[config.mk]
export PLATFORM = sky130hd
export DESIGN_NAME = w_addr_seq_gen_flat
export DESIGN_NICKNAME = d
export VERILOG_FILES = /design/src/rtl/w_addr_seq_gen_pkg.sv /design/src/rtl/w_addr_seq_gen_if.sv /design/src/rtl/w_addr_seq_gen_param_register.sv /design/src/rtl/w_addr_seq_gen.sv /design/src/flat_wrapper.sv
export SDC_FILE = /design/constraint.sdc
export NUM_CORES = 1
export LEC_CHECK = 0
export ABC_CLOCK_PERIOD_IN_PS = 3200
export BUFFER_PORTS_ARGS = -buffer_cell sky130_fd_sc_hd__buf_2
export CAP_MARGIN = 25
export CELL_PAD_IN_SITES_DETAIL_PLACEMENT = 0
export CELL_PAD_IN_SITES_GLOBAL_PLACEMENT = 2
export CORE_MARGIN = 2
export CORE_UTILIZATION = 33
export DETAILED_ROUTE_END_ITERATION = 12
export PLACE_DENSITY = 0.84
export SYNTH_ARGS = -nofsm -noshare
export SYNTH_HDL_FRONTEND = slang
export SYNTH_SLANG_ARGS = --single-unit
[constraint.sdc]
create_clock -name CLK -period 3.2 [get_ports CLK]
set_input_delay 0.16 -clock CLK [delete_from_list [all_inputs] [get_ports CLK]]
set_output_delay 0.16 -clock CLK [all_outputs]
set_load 0.02 [all_outputs]
[src/rtl/w_addr_seq_gen_pkg.sv]
// Shared FFT definitions: FSM state encodings, size limits and a clog2 helper
// used to size the twiddle address sequencer ports.
package w_addr_seq_gen_pkg;

    typedef logic [1:0] fsm_state_t;

    localparam fsm_state_t ST_IDLE = 2'd0;
    localparam fsm_state_t ST_RUN  = 2'd1;
    localparam fsm_state_t ST_DONE = 2'd2;

    localparam int DEF_MIN_LOG2N = 2;

    // Returns ceil(log2(value)); a width of at least one bit is always produced.
    function automatic int clog2(input int value);
        int r;
        r = 0;
        while ((1 << r) < value) r++;
        return (r == 0) ? 1 : r;
    endfunction

endpackage

[src/rtl/w_addr_seq_gen_if.sv]
// Handshake and status bundle between an FFT controller (master) and the
// twiddle address sequencer (slave).
interface w_addr_seq_gen_if
    import w_addr_seq_gen_pkg::*;
#(
    parameter int AWL = 5
) ();

    logic                        START;
    logic [clog2(AWL + 1) - 1:0] LOG2N;
    logic                        INV;
    logic                        EN;
    logic [AWL - 2:0]            W_ADDR;
    logic                        W_VALID;
    logic                        W_CONJ;
    logic [clog2(AWL) - 1:0]     LAYER;
    logic                        LAST_BFLY;
    logic                        DONE;
    logic                        BUSY;
    logic                        ERR;

    modport master (
        output START, LOG2N, INV, EN,
        input  W_ADDR, W_VALID, W_CONJ, LAYER, LAST_BFLY, DONE, BUSY, ERR
    );

    modport slave (
        input  START, LOG2N, INV, EN,
        output W_ADDR, W_VALID, W_CONJ, LAYER, LAST_BFLY, DONE, BUSY, ERR
    );

endinterface

[src/rtl/w_addr_seq_gen_param_register.sv]
// Generic width-parameterised register with load enable and synchronous
// active-high reset to a parameterised value.
module param_register #(
    parameter int               WIDTH       = 8,
    parameter logic [WIDTH-1:0] RESET_VALUE = '0
) (
    input  logic             clk,
    input  logic             rst,
    input  logic             en_i,
    input  logic [WIDTH-1:0] d_i,
    output logic [WIDTH-1:0] q_o
);

    logic [WIDTH-1:0] data_q;

    // NOTE: sequential state is written with <= so every register samples pre-edge values.
    always_ff @(posedge clk) begin
        if (rst) begin
            data_q <= RESET_VALUE;
        end else if (en_i) begin
            data_q <= d_i;
        end
    end

    assign q_o = data_q;

endmodule

[src/rtl/w_addr_seq_gen.sv]
// Twiddle-factor address sequencer for a radix-2 FFT: walks L layers of
// 2^(L-1) butterflies, stepping the table address by 2^(AWL-1-s) in layer s.
module w_addr_seq_gen
    import w_addr_seq_gen_pkg::*;
#(
    parameter int AWL       = 5,
    parameter int MIN_LOG2N = DEF_MIN_LOG2N
) (
    input  logic              CLK,
    input  logic              RST,
    w_addr_seq_gen_if.slave   bus
);

    localparam int AW = AWL - 1;
    localparam int LW = clog2(AWL + 1);
    localparam int SW = clog2(AWL);

    fsm_state_t    state_q, state_d;
    logic [LW-1:0] l_q, l_d;
    logic          inv_q, inv_d;
    logic [SW-1:0] s_q, s_d;
    logic [AW-1:0] b_q, b_d;
    logic          err_q, err_d;

    logic [AW-1:0]  addr_q, addr_d;
    logic           addr_en;
    logic           start_ok;
    logic           last_bfly;
    logic           last_layer;
    logic [AW-1:0]  b_last;
    logic [AWL-1:0] step;
    logic [AW-1:0]  addr_next;

    assign start_ok = (bus.LOG2N >= LW'(MIN_LOG2N)) && (bus.LOG2N <= LW'(AWL));

    // Butterflies per layer minus one; the AWL-bit intermediate keeps 2^(AWL-1) exact.
    assign b_last     = AW'((AWL'(1) << (l_q - LW'(1))) - AWL'(1));
    assign last_bfly  = (state_q == ST_RUN) && (b_q == b_last);
    assign last_layer = (s_q == SW'(l_q - LW'(1)));

    // Layer 0 steps by 2^(AWL-1), which wraps to zero in the AW-bit address.
    assign step      = AWL'(1) << (SW'(AW) - s_q);
    assign addr_next = AW'(AWL'(addr_q) + step);

    assign addr_en = ((state_q == ST_RUN) && bus.EN) ||
                     ((state_q == ST_IDLE) && bus.START && start_ok);

    // NOTE: every _d gets a default before the case so no path infers a latch.
    always_comb begin
        state_d = state_q;
        l_d     = l_q;
        inv_d   = inv_q;
        s_d     = s_q;
        b_d     = b_q;
        err_d   = 1'b0;
        addr_d  = addr_q;
        case (state_q)
            ST_IDLE: begin
                if (bus.START) begin
                    if (start_ok) begin
                        l_d     = bus.LOG2N;
                        inv_d   = bus.INV;
                        s_d     = '0;
                        b_d     = '0;
                        addr_d  = '0;
                        state_d = ST_RUN;
                    end else begin
                        err_d = 1'b1;
                    end
                end
            end
            ST_RUN: begin
                if (bus.EN) begin
                    if (last_bfly) begin
                        b_d    = '0;
                        addr_d = '0;
                        if (last_layer) begin
                            state_d = ST_DONE;
                        end else begin
                            s_d = s_q + SW'(1);
                        end
                    end else begin
                        b_d    = b_q + AW'(1);
                        addr_d = addr_next;
                    end
                end
            end
            ST_DONE: begin
                state_d = ST_IDLE;
            end
            default: begin
                state_d = ST_IDLE;
            end
        endcase
    end

    always_ff @(posedge CLK) begin
        if (RST) begin
            state_q <= ST_IDLE;
            l_q     <= '0;
            inv_q   <= 1'b0;
            s_q     <= '0;
            b_q     <= '0;
            err_q   <= 1'b0;
        end else begin
            state_q <= state_d;
            l_q     <= l_d;
            inv_q   <= inv_d;
            s_q     <= s_d;
            b_q     <= b_d;
            err_q   <= err_d;
        end
    end

    param_register #(
        .WIDTH       (AW),
        .RESET_VALUE ('0)
    ) u_addr_reg (
        .clk  (CLK),
        .rst  (RST),
        .en_i (addr_en),
        .d_i  (addr_d),
        .q_o  (addr_q)
    );

    assign bus.W_ADDR    = addr_q;
    assign bus.W_VALID   = (state_q == ST_RUN);
    assign bus.W_CONJ    = inv_q;
    assign bus.LAYER     = s_q;
    assign bus.LAST_BFLY = last_bfly;
    assign bus.DONE      = (state_q == ST_DONE);
    assign bus.BUSY      = (state_q == ST_RUN) || (state_q == ST_DONE);
    assign bus.ERR       = err_q;

endmodule

[src/flat_wrapper.sv]
// flat-port wrapper written by rule: the top's interface ports become plain ports
module w_addr_seq_gen_flat import w_addr_seq_gen_pkg::*;
#(
    parameter int AWL       = 5,
    parameter int MIN_LOG2N = DEF_MIN_LOG2N
)
  (CLK, RST, bus_START, bus_LOG2N, bus_INV, bus_EN, bus_W_ADDR, bus_W_VALID, bus_W_CONJ, bus_LAYER, bus_LAST_BFLY, bus_DONE, bus_BUSY, bus_ERR);
  w_addr_seq_gen_if #(.AWL(AWL)) bus_i ();
  input  logic CLK;
  input  logic RST;
  input wire logic [$bits(bus_i.START)-1:0] bus_START;
  input wire logic [$bits(bus_i.LOG2N)-1:0] bus_LOG2N;
  input wire logic [$bits(bus_i.INV)-1:0] bus_INV;
  input wire logic [$bits(bus_i.EN)-1:0] bus_EN;
  output wire logic [$bits(bus_i.W_ADDR)-1:0] bus_W_ADDR;
  output wire logic [$bits(bus_i.W_VALID)-1:0] bus_W_VALID;
  output wire logic [$bits(bus_i.W_CONJ)-1:0] bus_W_CONJ;
  output wire logic [$bits(bus_i.LAYER)-1:0] bus_LAYER;
  output wire logic [$bits(bus_i.LAST_BFLY)-1:0] bus_LAST_BFLY;
  output wire logic [$bits(bus_i.DONE)-1:0] bus_DONE;
  output wire logic [$bits(bus_i.BUSY)-1:0] bus_BUSY;
  output wire logic [$bits(bus_i.ERR)-1:0] bus_ERR;
  assign bus_i.START = bus_START;
  assign bus_i.LOG2N = bus_LOG2N;
  assign bus_i.INV = bus_INV;
  assign bus_i.EN = bus_EN;
  assign bus_W_ADDR = bus_i.W_ADDR;
  assign bus_W_VALID = bus_i.W_VALID;
  assign bus_W_CONJ = bus_i.W_CONJ;
  assign bus_LAYER = bus_i.LAYER;
  assign bus_LAST_BFLY = bus_i.LAST_BFLY;
  assign bus_DONE = bus_i.DONE;
  assign bus_BUSY = bus_i.BUSY;
  assign bus_ERR = bus_i.ERR;
  w_addr_seq_gen #(.AWL(AWL), .MIN_LOG2N(MIN_LOG2N)) u_core (.CLK(CLK), .RST(RST), .bus(bus_i));
endmodule
==> flow_summary.html <==
<table>
<tr><th>Metric</th><th>Value</th></tr>
<tr><th colspan="2">Die</th></tr>
<tr><td>Placeable core region</td><td>3740 um^2</td></tr>
<tr><td>I/O pin count</td><td>21</td></tr>
<tr><td>Starting density of the core</td><td>35.0%</td></tr>
<tr><td>Die span in y</td><td>67.0 um</td></tr>
<tr><td>Die area</td><td>4490 um^2</td></tr>
<tr><td>Horizontal die dimension</td><td>67.0 um</td></tr>
<tr><td>Std cell rows</td><td>22</td></tr>
<tr><th colspan="2">Clock network</th></tr>
<tr><td>CTS sink cnt</td><td>18</td></tr>
<tr><td>Clock latency on the worst-skew pair</td><td>260 ps</td></tr>
<tr><td>CTS H-tree depth</td><td>1</td></tr>
<tr><td>Buffers inserted during post-CTS setup optimization</td><td>0</td></tr>
<tr><td>Clock tree root driver cell</td><td>clkbuf_8</td></tr>
<tr><td>Cts hold-fix bufs</td><td>0</td></tr>
<tr><td>Maximum buffer depth of the clock tree</td><td>2</td></tr>
<tr><td>Number of gates resized after CTS</td><td>0</td></tr>
<tr><td>Clock slew seen by the registers of the worst setup and hold paths</td><td>70 ps</td></tr>
<tr><td>Clock tree from TritonCTS</td><td>built</td></tr>
<tr><td>CTS buffer count</td><td>3</td></tr>
<tr><th colspan="2">Power and ir drop</th></tr>
<tr><td>Switching portion of total power</td><td>38.4%</td></tr>
<tr><td>P_sw</td><td>0.293 mW</td></tr>
<tr><td>Comb pwr share</td><td>41.6%</td></tr>
<tr><td>PwrDens</td><td>499 nW/um^2</td></tr>
<tr><td>Power Total</td><td>0.762 mW</td></tr>
<tr><td>Share of total power in sequential cells</td><td>33.5%</td></tr>
<tr><td>Worst voltage drop across the vdd grid</td><td>0.290 mV</td></tr>
<tr><td>Clk network pwr share</td><td>24.9%</td></tr>
<tr><td>Static Leakage</td><td>0.653 nW</td></tr>
<tr><td>Internal power consumption</td><td>0.469 mW</td></tr>
<tr><th colspan="2">STA</th></tr>
<tr><td>Final-report max-slew violation count</td><td>0</td></tr>
<tr><td>Total negative slack</td><td>0 ps</td></tr>
<tr><td>Final hold viol count</td><td>0</td></tr>
<tr><td>Hold_ws</td><td>149 ps</td></tr>
<tr><td>Clock Skews</td><td>5.71 ps</td></tr>
<tr><td>Slew at the pin closest to its max-slew limit</td><td>777 ps</td></tr>
<tr><td>Setup repair after global routing missed its margin</td><td>no</td></tr>
<tr><td>Shortest clock period the worst path allows after layout</td><td>2940 ps</td></tr>
<tr><td>Final worst setup slack</td><td>260 ps</td></tr>
<tr><td>Period Utilization, post-route</td><td>91.9%</td></tr>
<tr><td>Count of endpoints failing setup in the final report</td><td>0</td></tr>
<tr><td>Maximum clock rate</td><td>0.340 GHz</td></tr>
<tr><td>Slew HR</td><td>47.8%</td></tr>
<tr><th colspan="2">Global routing</th></tr>
<tr><td>Global-route wire length before repair</td><td>4930 um</td></tr>
<tr><td>Pin count of the biggest net entering global routing</td><td>18</td></tr>
<tr><td>Overflow left after global routing</td><td>0</td></tr>
<tr><td>All-layer global routing usage</td><td>14.2%</td></tr>
<tr><td>Number of global-route vias before repair</td><td>1086</td></tr>
<tr><td>Antenna violations before repair</td><td>0</td></tr>
<tr><th colspan="2">Detailed routing</th></tr>
<tr><td>Top Layer Used</td><td>met4</td></tr>
<tr><td>Wire length per cell</td><td>12.4 um</td></tr>
<tr><td>First-iteration detailed-routing DRC count</td><td>36</td></tr>
<tr><td>Total wire length</td><td>2750 um</td></tr>
<tr><td>Count of TritonRoute iterations in the first routing pass</td><td>4</td></tr>
<tr><td>Total length of routed met2 wires</td><td>1330 um</td></tr>
<tr><td>Number of vias in the routed layout</td><td>1107</td></tr>
<tr><td>Routed length on met3</td><td>92 um</td></tr>
<tr><td>DRC violation count after routing</td><td>0</td></tr>
<tr><td>DR vias/cell</td><td>4.99</td></tr>
<tr><td>Wl on met1</td><td>1300 um</td></tr>
<tr><td>Number of nets still failing antenna checks after routing</td><td>0</td></tr>
<tr><th colspan="2">Worst setup path</th></tr>
<tr><td>Critical path cell sequence</td><td>inv_1 &gt; ha_1 &gt; xnor2_2 &gt; nand2_1 &gt; ha_1 &gt; xor2_1 &gt; and3_1 &gt; o21ai_1 &gt; o31ai_1 &gt; buf_4 &gt; or4_1 &gt; a21oi_1</td></tr>
<tr><td>Type of the setup path with the least slack</td><td>register to register</td></tr>
<tr><td>Top delay family on crit path</td><td>simple AND/OR/NAND/NOR gates</td></tr>
<tr><td>Worst path most repeated cell</td><td>ha_1</td></tr>
<tr><td>Slowest stage cell on the critical path</td><td>or4_1</td></tr>
<tr><td>Required time of the critical path</td><td>3390 ps</td></tr>
<tr><td>Worst path bufs/invs</td><td>2</td></tr>
<tr><td>Worst endpoint data arrival time</td><td>3130 ps</td></tr>
<tr><td>Kind of end point of the critical path</td><td>register</td></tr>
<tr><td>Startpoint Class</td><td>register</td></tr>
<tr><td>Largest stage delay, worst path</td><td>460 ps</td></tr>
<tr><td>Crit path max fanout</td><td>11</td></tr>
<tr><th colspan="2">Cells and area</th></tr>
<tr><td>Number of nets in the finished design</td><td>202</td></tr>
<tr><td>ANT cells</td><td>0</td></tr>
<tr><td>Register area</td><td>360 um^2</td></tr>
<tr><td>Area grow syn2layout</td><td>16.4%</td></tr>
<tr><td>Number of inserted filler cells in the final layout</td><td>401</td></tr>
<tr><td>Final Cell Area</td><td>1530 um^2</td></tr>
<tr><td>Multi-input logic area</td><td>895 um^2</td></tr>
<tr><td>Share of post-route cells with drive strength above 1</td><td>19.0%</td></tr>
<tr><th colspan="2">Placement</th></tr>
<tr><td>Setup slack at placement</td><td>312 ps</td></tr>
<tr><td>Placed inst area</td><td>1470 um^2</td></tr>
<tr><td>Total half-perimeter wirelength after legalization and detailed placement</td><td>2130 um</td></tr>
<tr><td>Routability Congestion</td><td>0.751</td></tr>
<tr><td>Count of input and output buffers</td><td>20</td></tr>
<tr><th colspan="2">Run status</th></tr>
<tr><td>Outcome</td><td>finished clean</td></tr>
<tr><th colspan="2">Yosys</th></tr>
<tr><td>Synthesis Warnings</td><td>0</td></tr>
<tr><td>Dominant register cell in the synthesized netlist</td><td>dfxtp_1</td></tr>
<tr><td>Number of storage elements in the synthesis netlist</td><td>18</td></tr>
<tr><td>EDFF count, synth</td><td>0</td></tr>
<tr><td>Synthesized net count</td><td>179</td></tr>
<tr><td>Mean instance size in the synthesized netlist</td><td>8.63 um^2</td></tr>
<tr><td>Sequential cell area fraction in the yosys report</td><td>27.5%</td></tr>
<tr><td>Async SR Flop Fraction</td><td>0%</td></tr>
<tr><td>Area of the mapped netlist</td><td>1310 um^2</td></tr>
<tr><td>Number of distinct library cells after synthesis</td><td>38</td></tr>
<tr><td>Gate count of the mapped netlist</td><td>152</td></tr>
<tr><th colspan="2">Hold path</th></tr>
<tr><td>Type of the worst min-delay path</td><td>input pin to register</td></tr>
<tr><th colspan="2">Job</th></tr>
<tr><td>Max-Cap Viols</td><td>0</td></tr>
</table>
power groups by stage:
stage,registers (mW),clock network (mW),logic (mW)
6_report,0.255,0.190,0.317
5_1_grt,0.258,0.205,0.359
4_1_cts,0.256,0.196,0.318
3_5_place_dp,0.260,0,0.317
3_3_place_gp,0.259,0,0.311
2_1_floorplan,0.260,0,0.246
cell usage in the layout (no fill, tap or decap), types with 4 or more instances in the layout:
master,Yosys,final
buf_2,1,20
ha_1,18,18
dfxtp_1,18,18
nand2_1,16,16
inv_1,9,9
nor2_1,9,9
a21oi_1,8,8
xnor2_1,6,6
and2_1,5,5
nor3_1,6,5
a31oi_1,5,5
a2bb2oi_1,5,5
xor2_1,4,4
clkbuf_8,0,4
through the flow:
| stage | utilization [%] | cells |
|---|---|---|
| after detailed placement | 39.2 | 218 |
| after CTS | 40.6 | 222 |
| after floorplan | - | 152 |
| after global placement | 39.2 | 218 |
| final | 40.8 | 222 |
| after global routing | 40.8 | 222 |
routing by layer:
metal	global-route usage, %	vias up
li1	-	575
met1	18.3	512
met2	23.3	16
met3	4.39	4
met4	2.55	0
met5	0	-
cell type report:
class | instances | area share (%)
Clock buffer | 4 | 3.61
Inverter | 9 | 2.21
Multi-Input combinational cell | 120 | 58.6
Sequential cell | 18 | 23.6
Tap cell | 48 | 3.93
Timing Repair Buffer | 23 | 8.03
final timing paths:
path / from / slack [ps] / depth (start not counted) / endpoint
setup / recovery: u_core.l_q[0] / 260 / 12 / u_core.b_q[3]
hold / removal: bus_LOG2N[0] / 150 / 3 / u_core.l_q[0]
setup reg to reg: u_core.l_q[0] / 260 / 12 / u_core.b_q[3]
hold reg to reg: u_core.u_addr_reg.q_o[2] / 480 / 2 / u_core.u_addr_reg.q_o[2]
worst min-delay path: stages:
cell	delay [ps]
buf_2	80
mux2i_1	60
nor2_1	70
synthesized netlist by cell type (all sizes together), types with 5 or more instances:
cell / count / area share [%]
and2: 5 / 2.4
a31oi: 5 / 2.4
xor2: 5 / 3.9
inv: 9 / 2.6
ha: 18 / 17
xnor2: 7 / 5.2
a21oi: 8 / 3.1
nor3: 6 / 2.3
dfxtp: 18 / 27
a2bb2oi: 5 / 3.3
nor2: 9 / 2.6
nand2: 16 / 4.6
cell families (layout without fill, tap and decap cells):
| family | count (synthesis) | count (layout) | synth area share (%) |
|---|---|---|---|
| AOI/OAI and AO/OA | 29 | 29 | 14.4 |
| xor gates and xnor gates | 12 | 12 | 9.16 |
| buffers and inverters | 14 | 36 | 4.67 |
| DFF | 18 | 18 | 27.5 |
| and+or+nand+nor | 56 | 56 | 22.4 |
| adders and majority gates | 19 | 19 | 18.7 |
| muxes | 4 | 4 | 3.15 |
registers in the layout (all words and copies together), names as in the netlist:
name / cells
u_core.b_q: 4
u_core.bus.ERR: 1
u_core.bus.LAYER: 3
u_core.bus.W_CONJ: 1
u_core.l_q: 3
u_core.state_q: 2
u_core.u_addr_reg.q_o: 4
(Power assumes the default switching activity.)
